### config.mk
export PLATFORM = sky130hd
export DESIGN_NAME = rr_mux4_arbiter_flat
export DESIGN_NICKNAME = d
export VERILOG_FILES = /design/src/rtl/rr_mux4_arbiter_pkg.sv /design/src/rtl/rr_mux4_arbiter_if.sv /design/src/rtl/rr_mux4_arbiter_pick.sv /design/src/rtl/rr_mux4_arbiter.sv /design/src/flat_wrapper.sv
export SDC_FILE = /design/constraint.sdc
export NUM_CORES = 1
export LEC_CHECK = 0
export ABC_AREA = 0
export CAP_MARGIN = 40
export CORE_MARGIN = 10
export CORE_UTILIZATION = 32
export DETAILED_ROUTE_END_ITERATION = 8
export PLACE_DENSITY = 0.85
export RECOVER_POWER = 100
export SYNTH_ARGS = -nofsm -noshare
export SYNTH_HDL_FRONTEND = slang
export SYNTH_SLANG_ARGS = --single-unit
### constraint.sdc
create_clock -name clk -period 2 [get_ports clk]
set_input_delay 0.3 -clock clk [delete_from_list [all_inputs] [get_ports clk]]
set_output_delay 0.3 -clock clk [all_outputs]
set_load 0.05 [all_outputs]
### src/rtl/rr_mux4_arbiter_pkg.sv
// Shared types for the round-robin 4:1 mux arbiter.
// Holds the arbiter state encoding and the requester count.
package arb_pkg;

    typedef enum logic {IDLE, BUSY} arb_state_t;

    localparam int NREQ = 4;

endpackage

### src/rtl/rr_mux4_arbiter_if.sv
// Requester/consumer bundle for the round-robin mux arbiter.
// The master modport is the arbiter side; the slave modport is its environment.
interface rr_mux4_arbiter_if #(
    parameter int N = 10
);
    import arb_pkg::*;

    logic [NREQ-1:0] req;
    logic [N-1:0]    d0;
    logic [N-1:0]    d1;
    logic [N-1:0]    d2;
    logic [N-1:0]    d3;
    logic [NREQ-1:0] ack;
    logic [1:0]      sel;
    logic [N-1:0]    y;
    logic            out_valid;
    logic            out_ready;
    logic            err;

    modport master (
        input  req, d0, d1, d2, d3, out_ready,
        output ack, sel, y, out_valid, err
    );

    modport slave (
        output req, d0, d1, d2, d3, out_ready,
        input  ack, sel, y, out_valid, err
    );

endinterface

### src/rtl/rr_mux4_arbiter_pick.sv
// Round-robin pick: rotate req by ptr, take the lowest set bit,
// then rotate the index back so the search order is ptr, ptr+1, ...
module rr_pick4 (
    input  logic [3:0] req,
    input  logic [1:0] ptr,
    output logic [1:0] gnt_idx,
    output logic       any
);

    logic [7:0] dbl;
    logic [3:0] rot;
    logic [1:0] off;

    always_comb begin
        dbl = {req, req} >> ptr;
        rot = dbl[3:0];
        off = 2'd0;
        for (int k = 3; k >= 0; k--) begin
            if (rot[k]) off = 2'(k);
        end
        any     = |req;
        gnt_idx = ptr + off;
    end

endmodule

### src/rtl/rr_mux4_arbiter.sv
// Round-robin arbiter driving a shared 4:1 mux onto a valid/ready port,
// with a stall watchdog that aborts a transfer the consumer never takes.
module rr_mux4_arbiter
    import arb_pkg::*;
#(
    parameter int N       = 10,
    parameter int TIMEOUT = 15
) (
    input logic              clk,
    input logic              reset,
    rr_mux4_arbiter_if.master bus
);

    localparam int WW = $clog2(TIMEOUT + 1);
    localparam logic [WW-1:0] WLAST = WW'(TIMEOUT - 1);

    arb_state_t      state;
    arb_state_t      state_n;
    logic [1:0]      ptr;
    logic [1:0]      ptr_n;
    logic [1:0]      sel;
    logic [1:0]      sel_n;
    logic [WW-1:0]   wdog;
    logic [WW-1:0]   wdog_n;
    logic [1:0]      gnt;
    logic            any;
    logic [NREQ-1:0] ack_c;
    logic            err_c;

    rr_pick4 u_pick (
        .req     (bus.req),
        .ptr     (ptr),
        .gnt_idx (gnt),
        .any     (any)
    );

    always_ff @(posedge clk or posedge reset) begin
        if (reset) begin
            state <= IDLE;
            ptr   <= 2'd0;
            sel   <= 2'd0;
            wdog  <= '0;
        end else begin
            state <= state_n;
            ptr   <= ptr_n;
            sel   <= sel_n;
            wdog  <= wdog_n;
        end
    end

    // Accept beats withdrawal and timeout when they coincide.
    always_comb begin
        state_n = state;
        ptr_n   = ptr;
        sel_n   = sel;
        wdog_n  = wdog;
        if (state == IDLE) begin
            if (any) begin
                sel_n   = gnt;
                state_n = BUSY;
                wdog_n  = '0;
            end
        end else begin
            if (bus.out_ready) begin
                ptr_n   = sel + 2'd1;
                state_n = IDLE;
            end else if (!bus.req[sel]) begin
                state_n = IDLE;
            end else if (wdog == WLAST) begin
                ptr_n   = sel + 2'd1;
                state_n = IDLE;
            end else begin
                wdog_n = wdog + WW'(1);
            end
        end
    end

    always_comb begin
        ack_c = '0;
        err_c = 1'b0;
        if (state == BUSY) begin
            if (bus.out_ready) begin
                ack_c[sel] = 1'b1;
            end else if (bus.req[sel] && wdog == WLAST) begin
                err_c = 1'b1;
            end
        end
    end

    always_comb begin
        case (sel)
            2'd0:    bus.y = bus.d0;
            2'd1:    bus.y = bus.d1;
            2'd2:    bus.y = bus.d2;
            default: bus.y = bus.d3;
        endcase
    end

    assign bus.ack       = ack_c;
    assign bus.err       = err_c;
    assign bus.sel       = sel;
    assign bus.out_valid = (state == BUSY);

endmodule

### src/flat_wrapper.sv
// flat-port wrapper written by rule: the top's interface ports become plain ports
module rr_mux4_arbiter_flat import arb_pkg::*;
#(
    parameter int N       = 10,
    parameter int TIMEOUT = 15
)
  (clk, reset, bus_req, bus_d0, bus_d1, bus_d2, bus_d3, bus_out_ready, bus_ack, bus_sel, bus_y, bus_out_valid, bus_err);
  rr_mux4_arbiter_if #(.N(N)) bus_i ();
  input logic clk;
  input logic reset;
  input wire logic [$bits(bus_i.req)-1:0] bus_req;
  input wire logic [$bits(bus_i.d0)-1:0] bus_d0;
  input wire logic [$bits(bus_i.d1)-1:0] bus_d1;
  input wire logic [$bits(bus_i.d2)-1:0] bus_d2;
  input wire logic [$bits(bus_i.d3)-1:0] bus_d3;
  input wire logic [$bits(bus_i.out_ready)-1:0] bus_out_ready;
  output wire logic [$bits(bus_i.ack)-1:0] bus_ack;
  output wire logic [$bits(bus_i.sel)-1:0] bus_sel;
  output wire logic [$bits(bus_i.y)-1:0] bus_y;
  output wire logic [$bits(bus_i.out_valid)-1:0] bus_out_valid;
  output wire logic [$bits(bus_i.err)-1:0] bus_err;
  assign bus_i.req = bus_req;
  assign bus_i.d0 = bus_d0;
  assign bus_i.d1 = bus_d1;
  assign bus_i.d2 = bus_d2;
  assign bus_i.d3 = bus_d3;
  assign bus_i.out_ready = bus_out_ready;
  assign bus_ack = bus_i.ack;
  assign bus_sel = bus_i.sel;
  assign bus_y = bus_i.y;
  assign bus_out_valid = bus_i.out_valid;
  assign bus_err = bus_i.err;
  rr_mux4_arbiter #(.N(N), .TIMEOUT(TIMEOUT)) u_core (.clk(clk), .reset(reset), .bus(bus_i));
endmodule
Yosys cells after proc, flatten, opt, wreduce, memory -nomap -nowiden
Index checks and enable logic that the tools add are counted.
{ "totals": {"ff_bits": 9, "input_bits": 47, "word_cells": 54} }
{ "op_classes": {"add_sub_neg": 3, "magnitude_cmp": 2, "n_eq_ne": 6, "shift": 1, "mux": 27, "bitwise_logic": 1, "n_reduce_logical": 10} }
{ "op_table": {"columns": ["operator", "n"], "rows": [
  ["one-hot mux 10 bit (3 select lines)", 1],
  ["2-to-1 mux 4 bit", 7],
  ["2-to-1 mux 2 bit", 7],
  ["2-to-1 mux 1 bit", 10],
  [">> shifter 8 x 2 -> 4 bit", 1],
  ["!= test 2 bit, second input constant", 3],
  ["nonzero test 2 bit", 3],
  ["adder 4 x 1 -> 4 bit, second input constant", 1],
  ["equality test 4 bit, second input constant", 1],
  ["AND reduction 4 bit", 1],
  ["OR reduction 4 bit", 1],
  ["less-than comparator 2 x 3 -> 1 bit, second input constant", 1],
  ["AND reduction 3 bit", 1],
  ["adder 2 x 1 -> 2 bit, second input constant", 1],
  ["adder 2 bit", 1],
  ["binary-select mux 1 bit (select 2 bit)", 1],
  ["demux 1 bit (select 2 bit)", 1],
  ["equality test 2 x 1 -> 1 bit, second input constant", 1],
  ["equality test 2 bit, second input constant", 1],
  [">= comparator 2 x 1 -> 1 bit, second input constant", 1],
  ["logical AND 1 bit", 2],
  ["logical NOT 2 bit", 1],
  ["AND reduction 2 bit", 1],
  ["NOT 1 bit", 1]
]} }

Logic depth before layout (Yosys ltp)
{ "logic_depth": {"ltp_word": 6, "mapped_depth": 9} }

By module
Synthesis repeated with hierarchy kept, for this count alone.
{ "unflattened": {"hier_cells": 126, "area_unflattened_um2": 1059.8} }
{ "by_module_without_submodules": {"columns": ["module", "n_inst", "cells_each", "area_per_inst_um2", "seq_area_each_um2"], "rows": [
  ["rr_mux4_arbiter", 1, 99, 880.8, 225.2],
  ["rr_pick4", 1, 27, 178.9, 0.0]
]} }

Least setup slack after synthesis
No wires, ideal clock.
{ "synth_timing": {"kind": "flip-flop to output port", "start": "reg u_core.sel[1] (netlist: u_core.bus.sel[1])", "end": "out bus_y[0]", "t_arrival_ns": 2.311, "required_time_ns": 1.700, "slack_ns": -0.611, "path_stages_with_launch": 4, "cell_sequence": "dfrtp_1 -> ha_1 -> clkbuf_1 -> mux2i_1"} }
{ "synth_between": {"elab_chain_cells": 2, "elab_cells_between_ends": 4} }
{ "synth_lines": {"columns": ["item", "line_no", "source"], "rows": [
  ["start, declared", "rr_mux4_arbiter.sv:21", "logic [1:0] sel;"],
  ["start signal, assigned", "rr_mux4_arbiter.sv:46", "sel <= sel_n;"],
  ["equality test 2 bit, or another cell as far along", "rr_mux4_arbiter.sv:91", "case (sel)"],
  ["one-hot mux 10 bit (3 select lines) (*)", "rr_mux4_arbiter.sv:91", null],
  ["end, declared", "flat_wrapper.sv:19", "output wire logic [$bits(bus_i.y)-1:0] bus_y;"]
]} }
Mark *: on every way between the ends. The rest lies on a longest branch, timed or not.

Worst setup path after layout
{ "layout_timing": {"start": "reg u_core.sel[0] (netlist: u_core.bus.sel[0])", "end": "out bus_err"} }
{ "layout_between": {"elab_chain_cells": 6} }
{ "layout_lines": {"columns": ["item", "line_no", "source"], "rows": [
  ["binary-select mux 1 bit (select 2 bit)", "rr_mux4_arbiter.sv:84", "end else if (bus.req[sel] && wdog == WLAST) begin"],
  ["2-to-1 mux 1 bit (not written as such)", "rr_mux4_arbiter.sv:84", null],
  ["logical AND 1 bit", "rr_mux4_arbiter.sv:84", null],
  ["2-to-1 mux 1 bit", "rr_mux4_arbiter.sv:84", null],
  ["2-to-1 mux 1 bit", "rr_mux4_arbiter.sv:82", "if (bus.out_ready) begin"],
  ["2-to-1 mux 1 bit", "rr_mux4_arbiter.sv:81", "if (state == BUSY) begin"],
  ["end, declared", "flat_wrapper.sv:21", "output wire logic [$bits(bus_i.err)-1:0] bus_err;"]
]} }
No other way between the ends. The select of a mux whose other input is x is not followed.

==> results by group <==
Run status
  • Outcome: complete, but fails checks
  • Failing checks: negative setup slack

Synthesis
  • Post-synth top flop: dfrtp_1
  • Syn avg cell area: 8.67 µm²
  • Ys Warns: 0
  • Synth Instances: 112
  • Post-synth ARST share: 100%
  • Post-synth EDFFs: 0
  • Top post-synthesis cells by area: dfrtp_1 23%, mux2i_1 11%, a222oi_1 10%
  • Flops & latches, synth: 9
  • Sequential fraction of the synthesis area: 23.2%
  • Syn nets: 167
  • Area fraction of the dominant cell type after synthesis: 23.2%
  • Post-synth cell types: 35
  • Commonest cells post-synth: 15 x inv_1, 11 x mux2i_1, 10 x a222oi_1
  • Top cell type by total area after synthesis: dfrtp_1
  • Most frequent cell after synthesis: inv_1
  • Synthesized area: 971 µm²

Cells and area
  • Area Growth Syn to Fin: 120%
  • Fin area: 2140 µm²
  • Nets@finish: about 250
  • Antenna diode count: 0
  • Finished Layout Cells: 221
  • Layout cell share with drive strength beyond 1: 32.6%

STA
  • Worst Slack Setup Final: -157 ps
  • Worst Tran Pin Value: slightly above 600 ps
  • Final hold slack: 425 ps
  • Max-Slew Margin vs Limit: 58.9%
  • Final setup viols: 11
  • Final slew viol count: 0
  • Final worst path period share: 108%
  • RSZ-0062 raised after global routing: yes
  • Fin. Hold Viols: 0
  • Setup Skew: 15.9 ps
  • Fin crit period: 2160 ps
  • Maximum clock frequency: 464 MHz

Global route
  • First-pass GRT wire length: approximately 6800 µm
  • Largest net degree at the start of global routing: 12
  • Vias in the first global route: 1268
  • Total grt overflow: 0
  • Antenna violations before repair: 0
  • Total GRT Usage: 15.4%

Setup path
  • Critical path required time: 1700 ps
  • Reg2reg end: u_core.ptr[1]
  • Worst R2R Path Depth: 6
  • Crit Path Class: flip-flop to output pin
  • Setup crit start kind: flip-flop
  • Reg-to-reg startpoint: u_core.bus.sel[0]
  • Crit. End Element: output pin
  • CP max FO: 3
  • Worst Path Arrival: ~1900 ps
  • Crit path from: u_core.bus.sel[0]
  • Setup slack, reg-to-reg: 0 ps

Floorplanning
  • Die X: 75.1 µm
  • Effective utilization at floorplan: 34.3%
  • CORE AREA: 2830 µm²
  • Rows: 19
  • Top-Level Pins: 65
  • DIE AREA: 5640 µm²
  • Height of the chip: roughly 75 µm

Placement
  • Cell Area, Placed: roughly 2000 µm²
  • Port bufs: between 60 and 70
  • HPWL after DPL: 3670 µm
  • Final GP Congestion: 0.882
  • Placed cell count: 214

CTS
  • CTS Hold Bufs: 0
  • Root buffer cell: clkbuf_4
  • Clk_lat worst skew: 280 ps
  • CTS Buf Count: 3
  • Clock Path Buffers: 2
  • Clock sinks: 9
  • TritonCTS clock tree: done
  • Clk pin slew, worst setup/hold paths: around 70 ps
  • Htree depth: 1

Routing
  • Avg WL per Cell: 21.3 µm
  • Via count: 1266
  • Drt total wl: 4720 µm
  • Pre-antenna DRT Iters: 4
  • Via density: 5.73
  • Final ANT Viol Nets: 0
  • DRC: 0
  • 1st-iter DRT viols: 100

Power and ir drop
  • Pwr Density: about 1700 nW/µm²
  • VDD IR max: 0.641 mV
  • Leakage: 0.000900 µW

Min path
  • Hold WC Path Type: input port to async pin

Job
  • Max cap viols: 0
worst max-delay path, stage by stage (launching register included):
cell and delay [ps]:
dfrtp_2 400, buf_12 110, mux4_2 520, and4_4 210, and3b_1 180, buf_6 150
metrics by stage:
step | total power [µW] | worst slack (ps) | utilization (%) | setup TNS (ps)
final | 3650 | -157 | 75.5 | -993
after global routing | 3840 | -192 | 75.5 | -1700
after CTS | 3520 | -137 | 73.1 | -1100
after detailed placement | 3320 | -288 | 70.9 | -715
after global placement | 3250 | -207 | 70.9 | -362
after floorplan | 2040 | 12.4 | - | 0
power breakdown:
group	internal [µW]	switching (µW)
registers	254	120
clock network	77.0	70.6
logic	1530	1600
total	1860	1790
final cells by class:
cell class              count  area (µm²)
clock buffers               4        26.3
fillers                   172         692
inverters                  15        56.3
multi-input cells          81         861
flip-flops and latches      9         228
well taps                  31        38.8
repair buffers             81         927
placed cells by master (no fill, tap or decap), types with 2 or more instances in the layout:
cell / count
mux2i_4: 10
and3_1: 4
ha_1: 4
and3b_1: 2
a222oi_1: 10
dfrtp_2: 2
nor2b_1: 2
o21ai_0: 6
dlymetal6s2s_1: 2
clkdlybuf4s50_1: 44
o31ai_1: 2
o211ai_1: 2
nor2_1: 2
nand3_1: 4
inv_2: 2
buf_4: 15
inv_1: 13
clkbuf_1: 3
nand2_1: 4
a21oi_1: 2
clkbuf_4: 3
ha_4: 3
buf_12: 16
dfrtp_1: 7
registers in the layout, summed over array words and instances (netlist names):
name                  cells
u_core.bus.out_valid      1
u_core.bus.sel            2
u_core.ptr                2
u_core.wdog               4
cells by family (layout without fill, tap and decap cells):
kind of cell    count (synthesis)  count (layout)  share of synthesized area (%)
compound gates                 29              29                           22.8
xor+xnor                        1               1                          0.902
flops                           9               9                           23.2
fa+ha+maj                       8               8                           10.3
buf+inv                        22             100                           8.51
simple gates                   29              29                           18.3
mux                            14              14                           16.0
layer usage:
layer	global-route usage, %	part of all wire (%)
met5	0	0
met4	3.15	1.2
met3	6.83	15
met2	26.5	46
met1	17.1	37
how the worst max path moves through the flow:
stage / slack [ps] / endpoint
2_1_floorplan: 10 / bus_y[0]
3_3_place_gp: -210 / u_core.bus.sel[1]
3_5_place_dp: -290 / u_core.bus.sel[1]
4_1_cts: -140 / bus_y[2]
5_1_grt: -190 / bus_err
6_report: -160 / bus_err
repair_timing:
action,4_1_cts,5_1_grt
pin swaps,10,13
resized for setup,8,12
setup buffers,1,2
endpoints found under the setup margin,12,13
Power figures use the tool's default switching activity.
